[src/rtl/uart_rx_sampler_if.sv]
// Byte-side bundle of uart_rx_sampler: received byte handshake plus status/error pulses.
// Handshake: data_out is meaningful while valid_out=1; a transfer happens on any clock edge where valid_out=1 and ready_in=1.
interface uart_rx_sampler_if #(parameter int DATA_BITS = 8);
  logic [DATA_BITS-1:0] data_out;
  logic                 valid_out;
  logic                 ready_in;
  logic                 frame_err_out;
  logic                 overrun_err_out;
  logic                 busy_out;
  logic                 parity_err_out;

  modport master (
    output data_out, valid_out, frame_err_out, overrun_err_out, busy_out, parity_err_out,
    input  ready_in
  );

  modport slave (
    input  data_out, valid_out, frame_err_out, overrun_err_out, busy_out, parity_err_out,
    output ready_in
  );
endinterface

[src/rtl/uart_rx_sampler.sv]
// Oversampling UART receiver: synchroniser, tick generator, 3-sample majority vote, deframing FSM, valid/ready output.
// Optional parity bit checking is compiled in with the UART_RX_PARITY_EN macro.
module uart_rx_sampler #(
  parameter int CLK_HZ      = 100_000_000,
  parameter int BAUD        = 9600,
  parameter int OVERSAMPLE  = 16,
  parameter int DATA_BITS   = 8,
  parameter int SYNC_STAGES = 2
`ifdef UART_RX_PARITY_EN
  , parameter bit PARITY_ODD = 1'b0
`endif
) (
  input  logic              clk_in,
  input  logic              rst_n_in,
  input  logic              sig_in,
  uart_rx_sampler_if.master rx,
  output logic [2:0]        state_dbg_out
);
  localparam int DIV_RAW = CLK_HZ / (BAUD * OVERSAMPLE);
  localparam int DIV     = (DIV_RAW < 1) ? 1 : DIV_RAW;
  localparam int DIV_W   = (DIV > 1) ? $clog2(DIV) : 1;
  localparam int OS_W    = $clog2(OVERSAMPLE);
  localparam int BIT_W   = $clog2(DATA_BITS);
  localparam logic [OS_W-1:0] V0   = OS_W'(OVERSAMPLE / 2 - 1);
  localparam logic [OS_W-1:0] V1   = OS_W'(OVERSAMPLE / 2);
  localparam logic [OS_W-1:0] V2   = OS_W'(OVERSAMPLE / 2 + 1);
  localparam logic [OS_W-1:0] LAST = OS_W'(OVERSAMPLE - 1);

  typedef enum logic [2:0] {
    ST_IDLE   = 3'd0,
    ST_START  = 3'd1,
    ST_DATA   = 3'd2,
`ifdef UART_RX_PARITY_EN
    ST_PARITY = 3'd3,
`endif
    ST_STOP   = 3'd4,
    ST_BREAK  = 3'd5
  } state_t;

  state_t                 state_q, state_d;
  logic [SYNC_STAGES-1:0] sync_q, sync_d;
  logic                   rx_prev_q, rx_prev_d;
  logic [DIV_W-1:0]       div_cnt_q, div_cnt_d;
  logic [OS_W-1:0]        os_cnt_q, os_cnt_d;
  logic [BIT_W-1:0]       bit_cnt_q, bit_cnt_d;
  logic [1:0]             samp_q, samp_d;
  logic [DATA_BITS-1:0]   shreg_q, shreg_d;
  logic [DATA_BITS-1:0]   data_q, data_d;
  logic                   valid_q, valid_d;
  logic                   frame_err_q, frame_err_d;
  logic                   overrun_q, overrun_d;
`ifdef UART_RX_PARITY_EN
  logic                   par_bit_q, par_bit_d;
  logic                   parity_err_q, parity_err_d;
`endif

  logic rx_s, tick, vote_tick, end_bit, maj, done_ok, stop_decide;

  assign rx_s      = sync_q[SYNC_STAGES-1];
  assign tick      = (div_cnt_q == DIV_W'(DIV - 1));
  assign vote_tick = tick && (os_cnt_q == V2);
  assign end_bit   = tick && (os_cnt_q == LAST);
  assign maj       = (samp_q[1] & samp_q[0]) | (samp_q[1] & rx_s) | (samp_q[0] & rx_s);

  // State register (also holds all datapath flops)
  always_ff @(posedge clk_in or negedge rst_n_in) begin
    if (!rst_n_in) begin
      state_q      <= ST_IDLE;
      sync_q       <= '1;
      rx_prev_q    <= 1'b1;
      div_cnt_q    <= '0;
      os_cnt_q     <= '0;
      bit_cnt_q    <= '0;
      samp_q       <= '0;
      shreg_q      <= '0;
      data_q       <= '0;
      valid_q      <= 1'b0;
      frame_err_q  <= 1'b0;
      overrun_q    <= 1'b0;
`ifdef UART_RX_PARITY_EN
      par_bit_q    <= 1'b0;
      parity_err_q <= 1'b0;
`endif
    end else begin
      state_q      <= state_d;
      sync_q       <= sync_d;
      rx_prev_q    <= rx_prev_d;
      div_cnt_q    <= div_cnt_d;
      os_cnt_q     <= os_cnt_d;
      bit_cnt_q    <= bit_cnt_d;
      samp_q       <= samp_d;
      shreg_q      <= shreg_d;
      data_q       <= data_d;
      valid_q      <= valid_d;
      frame_err_q  <= frame_err_d;
      overrun_q    <= overrun_d;
`ifdef UART_RX_PARITY_EN
      par_bit_q    <= par_bit_d;
      parity_err_q <= parity_err_d;
`endif
    end
  end

  // Next-state and datapath
  always_comb begin
    state_d     = state_q;
    sync_d      = {sync_q[SYNC_STAGES-2:0], sig_in};
    rx_prev_d   = rx_s;
    div_cnt_d   = tick ? '0 : div_cnt_q + 1'b1;
    os_cnt_d    = tick ? os_cnt_q + 1'b1 : os_cnt_q;
    bit_cnt_d   = bit_cnt_q;
    samp_d      = samp_q;
    shreg_d     = shreg_q;
    done_ok     = 1'b0;
    stop_decide = 1'b0;
`ifdef UART_RX_PARITY_EN
    par_bit_d   = par_bit_q;
`endif
    if (end_bit) os_cnt_d = '0;
    if (tick && (os_cnt_q == V0 || os_cnt_q == V1)) samp_d = {samp_q[0], rx_s};

    case (state_q)
      ST_IDLE: begin
        // Restart the bit timing on the edge so votes land mid-bit.
        if (rx_prev_q && !rx_s) begin
          state_d   = ST_START;
          div_cnt_d = '0;
          os_cnt_d  = '0;
        end
      end
      ST_START: begin
        if (vote_tick && maj) begin
          state_d = ST_IDLE;
        end else if (end_bit) begin
          state_d   = ST_DATA;
          bit_cnt_d = '0;
        end
      end
      ST_DATA: begin
        if (vote_tick) shreg_d = {maj, shreg_q[DATA_BITS-1:1]};
        if (end_bit) begin
          if (bit_cnt_q == BIT_W'(DATA_BITS - 1)) begin
`ifdef UART_RX_PARITY_EN
            state_d = ST_PARITY;
`else
            state_d = ST_STOP;
`endif
          end else begin
            bit_cnt_d = bit_cnt_q + 1'b1;
          end
        end
      end
`ifdef UART_RX_PARITY_EN
      ST_PARITY: begin
        if (vote_tick) par_bit_d = maj;
        if (end_bit) state_d = ST_STOP;
      end
`endif
      ST_STOP: begin
        // Leaving at mid-stop lets IDLE catch a back-to-back start edge.
        if (vote_tick) begin
          stop_decide = 1'b1;
          done_ok     = maj;
          state_d     = maj ? ST_IDLE : ST_BREAK;
        end
      end
      ST_BREAK: begin
        if (rx_s) state_d = ST_IDLE;
      end
      default: state_d = ST_IDLE;
    endcase

    valid_d     = valid_q;
    data_d      = data_q;
    overrun_d   = 1'b0;
    frame_err_d = stop_decide && !maj;
    if (valid_q && rx.ready_in) valid_d = 1'b0;
    if (done_ok) begin
      if (!valid_q || rx.ready_in) begin
        valid_d = 1'b1;
        data_d  = shreg_q;
      end else begin
        overrun_d = 1'b1;
      end
    end
`ifdef UART_RX_PARITY_EN
    parity_err_d = stop_decide && ((^shreg_q) ^ par_bit_q ^ PARITY_ODD);
`endif
  end

  // Outputs
  always_comb begin
    rx.busy_out   = (state_q != ST_IDLE);
    state_dbg_out = state_q;
  end

  assign rx.data_out        = data_q;
  assign rx.valid_out       = valid_q;
  assign rx.frame_err_out   = frame_err_q;
  assign rx.overrun_err_out = overrun_q;
`ifdef UART_RX_PARITY_EN
  assign rx.parity_err_out  = parity_err_q;
`else
  assign rx.parity_err_out  = 1'b0;
`endif
endmodule
[src/flat_wrapper.sv]
// flat-port wrapper written by rule: the top's interface ports become plain ports
module uart_rx_sampler_flat 
#(
  parameter int CLK_HZ      = 100_000_000,
  parameter int BAUD        = 9600,
  parameter int OVERSAMPLE  = 16,
  parameter int DATA_BITS   = 8,
  parameter int SYNC_STAGES = 2

)
  (clk_in, rst_n_in, sig_in, state_dbg_out, rx_data_out, rx_valid_out, rx_frame_err_out, rx_overrun_err_out, rx_busy_out, rx_parity_err_out, rx_ready_in);
  uart_rx_sampler_if #(.DATA_BITS(DATA_BITS)) rx_i ();
  input  logic clk_in;
  input  logic rst_n_in;
  input  logic sig_in;
  output logic [2:0] state_dbg_out;
  output wire logic [$bits(rx_i.data_out)-1:0] rx_data_out;
  output wire logic [$bits(rx_i.valid_out)-1:0] rx_valid_out;
  output wire logic [$bits(rx_i.frame_err_out)-1:0] rx_frame_err_out;
  output wire logic [$bits(rx_i.overrun_err_out)-1:0] rx_overrun_err_out;
  output wire logic [$bits(rx_i.busy_out)-1:0] rx_busy_out;
  output wire logic [$bits(rx_i.parity_err_out)-1:0] rx_parity_err_out;
  input wire logic [$bits(rx_i.ready_in)-1:0] rx_ready_in;
  assign rx_data_out = rx_i.data_out;
  assign rx_valid_out = rx_i.valid_out;
  assign rx_frame_err_out = rx_i.frame_err_out;
  assign rx_overrun_err_out = rx_i.overrun_err_out;
  assign rx_busy_out = rx_i.busy_out;
  assign rx_parity_err_out = rx_i.parity_err_out;
  assign rx_i.ready_in = rx_ready_in;
  uart_rx_sampler #(.CLK_HZ(CLK_HZ), .BAUD(BAUD), .OVERSAMPLE(OVERSAMPLE), .DATA_BITS(DATA_BITS), .SYNC_STAGES(SYNC_STAGES)) u_core (.clk_in(clk_in), .rst_n_in(rst_n_in), .sig_in(sig_in), .rx(rx_i), .state_dbg_out(state_dbg_out));
endmodule
[config.mk]
export PLATFORM = sky130hd
export DESIGN_NAME = uart_rx_sampler_flat
export DESIGN_NICKNAME = d
export VERILOG_FILES = /design/src/rtl/uart_rx_sampler_if.sv /design/src/rtl/uart_rx_sampler.sv /design/src/flat_wrapper.sv
export SDC_FILE = /design/constraint.sdc
export NUM_CORES = 1
export LEC_CHECK = 0
export CORE_MARGIN = 3
export CORE_UTILIZATION = 35
export CTS_CLUSTER_SIZE = 16
export DETAILED_ROUTE_END_ITERATION = 10
export PLACE_DENSITY = 0.54
export SYNTH_ARGS = -nofsm -noshare
export SYNTH_HDL_FRONTEND = slang
export SYNTH_SLANG_ARGS = --single-unit
[constraint.sdc]
create_clock -name clk_in -period 6 [get_ports clk_in]
set_input_delay 0.6 -clock clk_in [delete_from_list [all_inputs] [get_ports clk_in]]
set_output_delay 0.6 -clock clk_in [all_outputs]
set_load 0.03 [all_outputs]
==> qor.csv <==
metric;value;unit
synth.cell_area;2080;µm²
detail_route.first_pass.iterations;4;
antenna_found_initial;0;
final_max_slew_violation_count;0;
fin_ws;3.55;ns
worst-slew-pin-transition;0.969;ns
setup_viol;0;
drv_cap;0;
first_pass_grt_wire_length;6590;µm
detailed_place_hpwl;2640;µm
clock_tree.root_cell;clkbuf_8;
timing.hold.worst_path_depth;0;
floorplan.die_area;6910;µm²
final_layout_size_suffix_gt1_share;19.9;%
layout.nets;206;
final_antenna_net_count;0;
number_of_buffers_added_to_fix_hold_violations_after_cts;0;
synth.net_count;185;
tritoncts;yes;
crit_arrival;1.85;ns
worst_slack_at_placement;3.64;ns
critical_path.startpoint_type;flop;
cts_post_setup_buffers_inserted;0;
postSynthAreaPerCell;12.0;µm²
dr.first_iter.drc_count;74;
pin_count_of_the_biggest_net_entering_global_routing;45;
worst_hold_path_type;reg2reg;
critPathLaunch;u_core.state_dbg_out[2];
numClockSinks;44;
timing.setup.tns;0;ns
timing.setup.critical_path_class;reg2out;
clk_pin_slew;0.08;ns
global_route.usage.total;11.6;%
status;completed;
report.power.total;798;µW
worst_skew_pair.late_latency;0.29;ns
finalHoldViolations;0;
ff2ff_path_depth;5;
cp_data_required_time;5.40;ns
endpoint_kind;output port;
cts_htree_levels;2;
routedWlPerCell;13.6;µm
post_drt_via_cell_ratio;4.98;
critical_path.reg2reg.startpoint;u_core.div_cnt_q[4];
seq_area_frac_synth;53.1;%
synth-edff-count;0;
ys.flop_type;dfrtp_1;
worstSetupEndpoint;rx_busy_out;
yosys.cell_types.count;43;
cellLeakagePower;1.17;nW
clock.fmax;407;MHz
wirelength_met1;1660;µm
die_w;83.1;µm
met3WireLength;99;µm
worst-r2r-setup-slack;3.66;ns
start_util;36.9;%
fin_crit_sh;40.9;%
cts.repair.resized;0;
yosysWarningCount;0;
via_count_of_the_first_global_routing_pass;1458;
route.detailed.drc;0;
post-route-min-period;2.45;ns
maxSlewHeadroom;35.4;%
core-area;5640;µm²
rsz0062_at_grt;no;
met2WireLength;1830;µm
worstReg2RegEnd;u_core.rx.data_out[1];
grt_remaining_overflow;0;
final_antenna_diode_count;0;
io_port_bufs;18;
finalWirelength;3640;µm
flow.area_growth_from_synthesis;18.2;%
power_density;325;nW/µm²
routed-via-count;1334;
postSynthCellCount;174;
pin_count;20;
finalClockSkew;0.00774;ns
gp_congestion;0.724;
cts_buffer_depth;2;
rows;27;
chipHeight;83.1;µm
vdd_ir_drop_max;0.000142;V
synth-async-reset-ratio;100;%
synth.ff_latch_count;44;
highest-signal-layer;met4;
critical_path.max_fanout;12;
tritoncts.num_buffers;5;
## sequential cells by signal, indices dropped and copies added (netlist names), 2 cells and up
| register | cells |
|---|---|
| u_core.rx.data_out | 8 |
| u_core.state_dbg_out | 3 |
| u_core.bit_cnt_q | 3 |
| u_core.shreg_q | 8 |
| u_core.os_cnt_q | 4 |
| u_core.samp_q | 2 |
| u_core.sync_q | 2 |
| u_core.div_cnt_q | 10 |
## cells in the final DEF, fill, tap and decap left out, drive strengths merged, types with 2 or more instances in the layout
cell and n:
a21oi 3, nand4 3, nand2 15, nor3 4, bufinv 2, xor2 5, and3 3, mux2 19
nand3b 3, nand2b 3, xnor2 6, and2 3, clkdlybuf4s50 17, clkbuf 6, nand3 5, ha 7
a21o 2, dfstp 3, o21ai 5, a22o 2, inv 3, nor2 20, dfrtp 41
## power by group
group | leakage, nW | internal [mW] | switching [mW]
Sequential | 0.592 | 0.325 | 0.0433
Clock | 0.0654 | 0.166 | 0.100
Combinational | 0.511 | 0.0723 | 0.0910
Total | 1.17 | 0.563 | 0.234
## worst max-delay path, stage by stage (launching register included)
cell and delay (ns):
dfrtp_1 0.54, or3_1 0.42, clkdlybuf4s50_1 0.60
## metrics by stage
step,std cells,util [%],instance area (µm²),hold slack (ns)
5_1_grt,268,43.6,2460,0.364
3_3_place_gp,260,41.2,2330,0.347
3_5_place_dp,260,41.2,2330,0.347
4_1_cts,268,43.6,2460,0.359
2_1_floorplan,174,-,2080,0.304
6_report,268,43.6,2460,0.359
## cell type report
type / instances / area (µm²)
fill: 518 / 3180
sequential: 44 / 1100
multi-input combinational: 123 / 945
timing repair buffer: 18 / 175
inverter: 3 / 11.3
tap: 72 / 90.1
clock inverter: 2 / 60.1
clock buffer: 6 / 72.6
## Yosys cell counts, drive strengths merged (4+ instances only)
cell	instances	area, µm²
nor2	20	91.3
nor3	4	41.3
dfrtp	41	1030
ha	7	87.6
mux2	19	214
o21ai	5	25.0
xnor2	6	52.6
nand2	15	56.3
nand3	5	30.0
xor2	5	43.8
## layer usage
metal | vias up | GRT usage [%]
met5 | - | 0
met4 | 0 | 5.35
met1 | 665 | 13.6
met3 | 6 | 2.48
met2 | 20 | 20.2
li1 | 643 | -
## cells by family (layout without fill, tap and decap cells)
family | count (synthesis) | in the layout | share of synthesized area, %
AOI/OAI and AO/OA | 18 | 18 | 5.83
xor gates and xnor gates | 11 | 11 | 4.63
adders and majority gates | 7 | 7 | 4.21
buffers and inverters | 7 | 29 | 1.50
DFF | 44 | 44 | 53.1
muxes | 20 | 20 | 10.8
other | 1 | 1 | 0.180
and+or+nand+nor | 66 | 66 | 19.8
## worst min path at each step
stage,from,to
2_1_floorplan,rst_n_in,u_core.bit_cnt_q[0]
3_3_place_gp,u_core.sync_q[0],u_core.sync_q[1]
3_5_place_dp,u_core.sync_q[0],u_core.sync_q[1]
4_1_cts,u_core.sync_q[0],u_core.sync_q[1]
5_1_grt,u_core.sync_q[0],u_core.sync_q[1]
6_report,u_core.sync_q[0],u_core.sync_q[1]
Note: power is estimated with default switching activity, not from simulation.
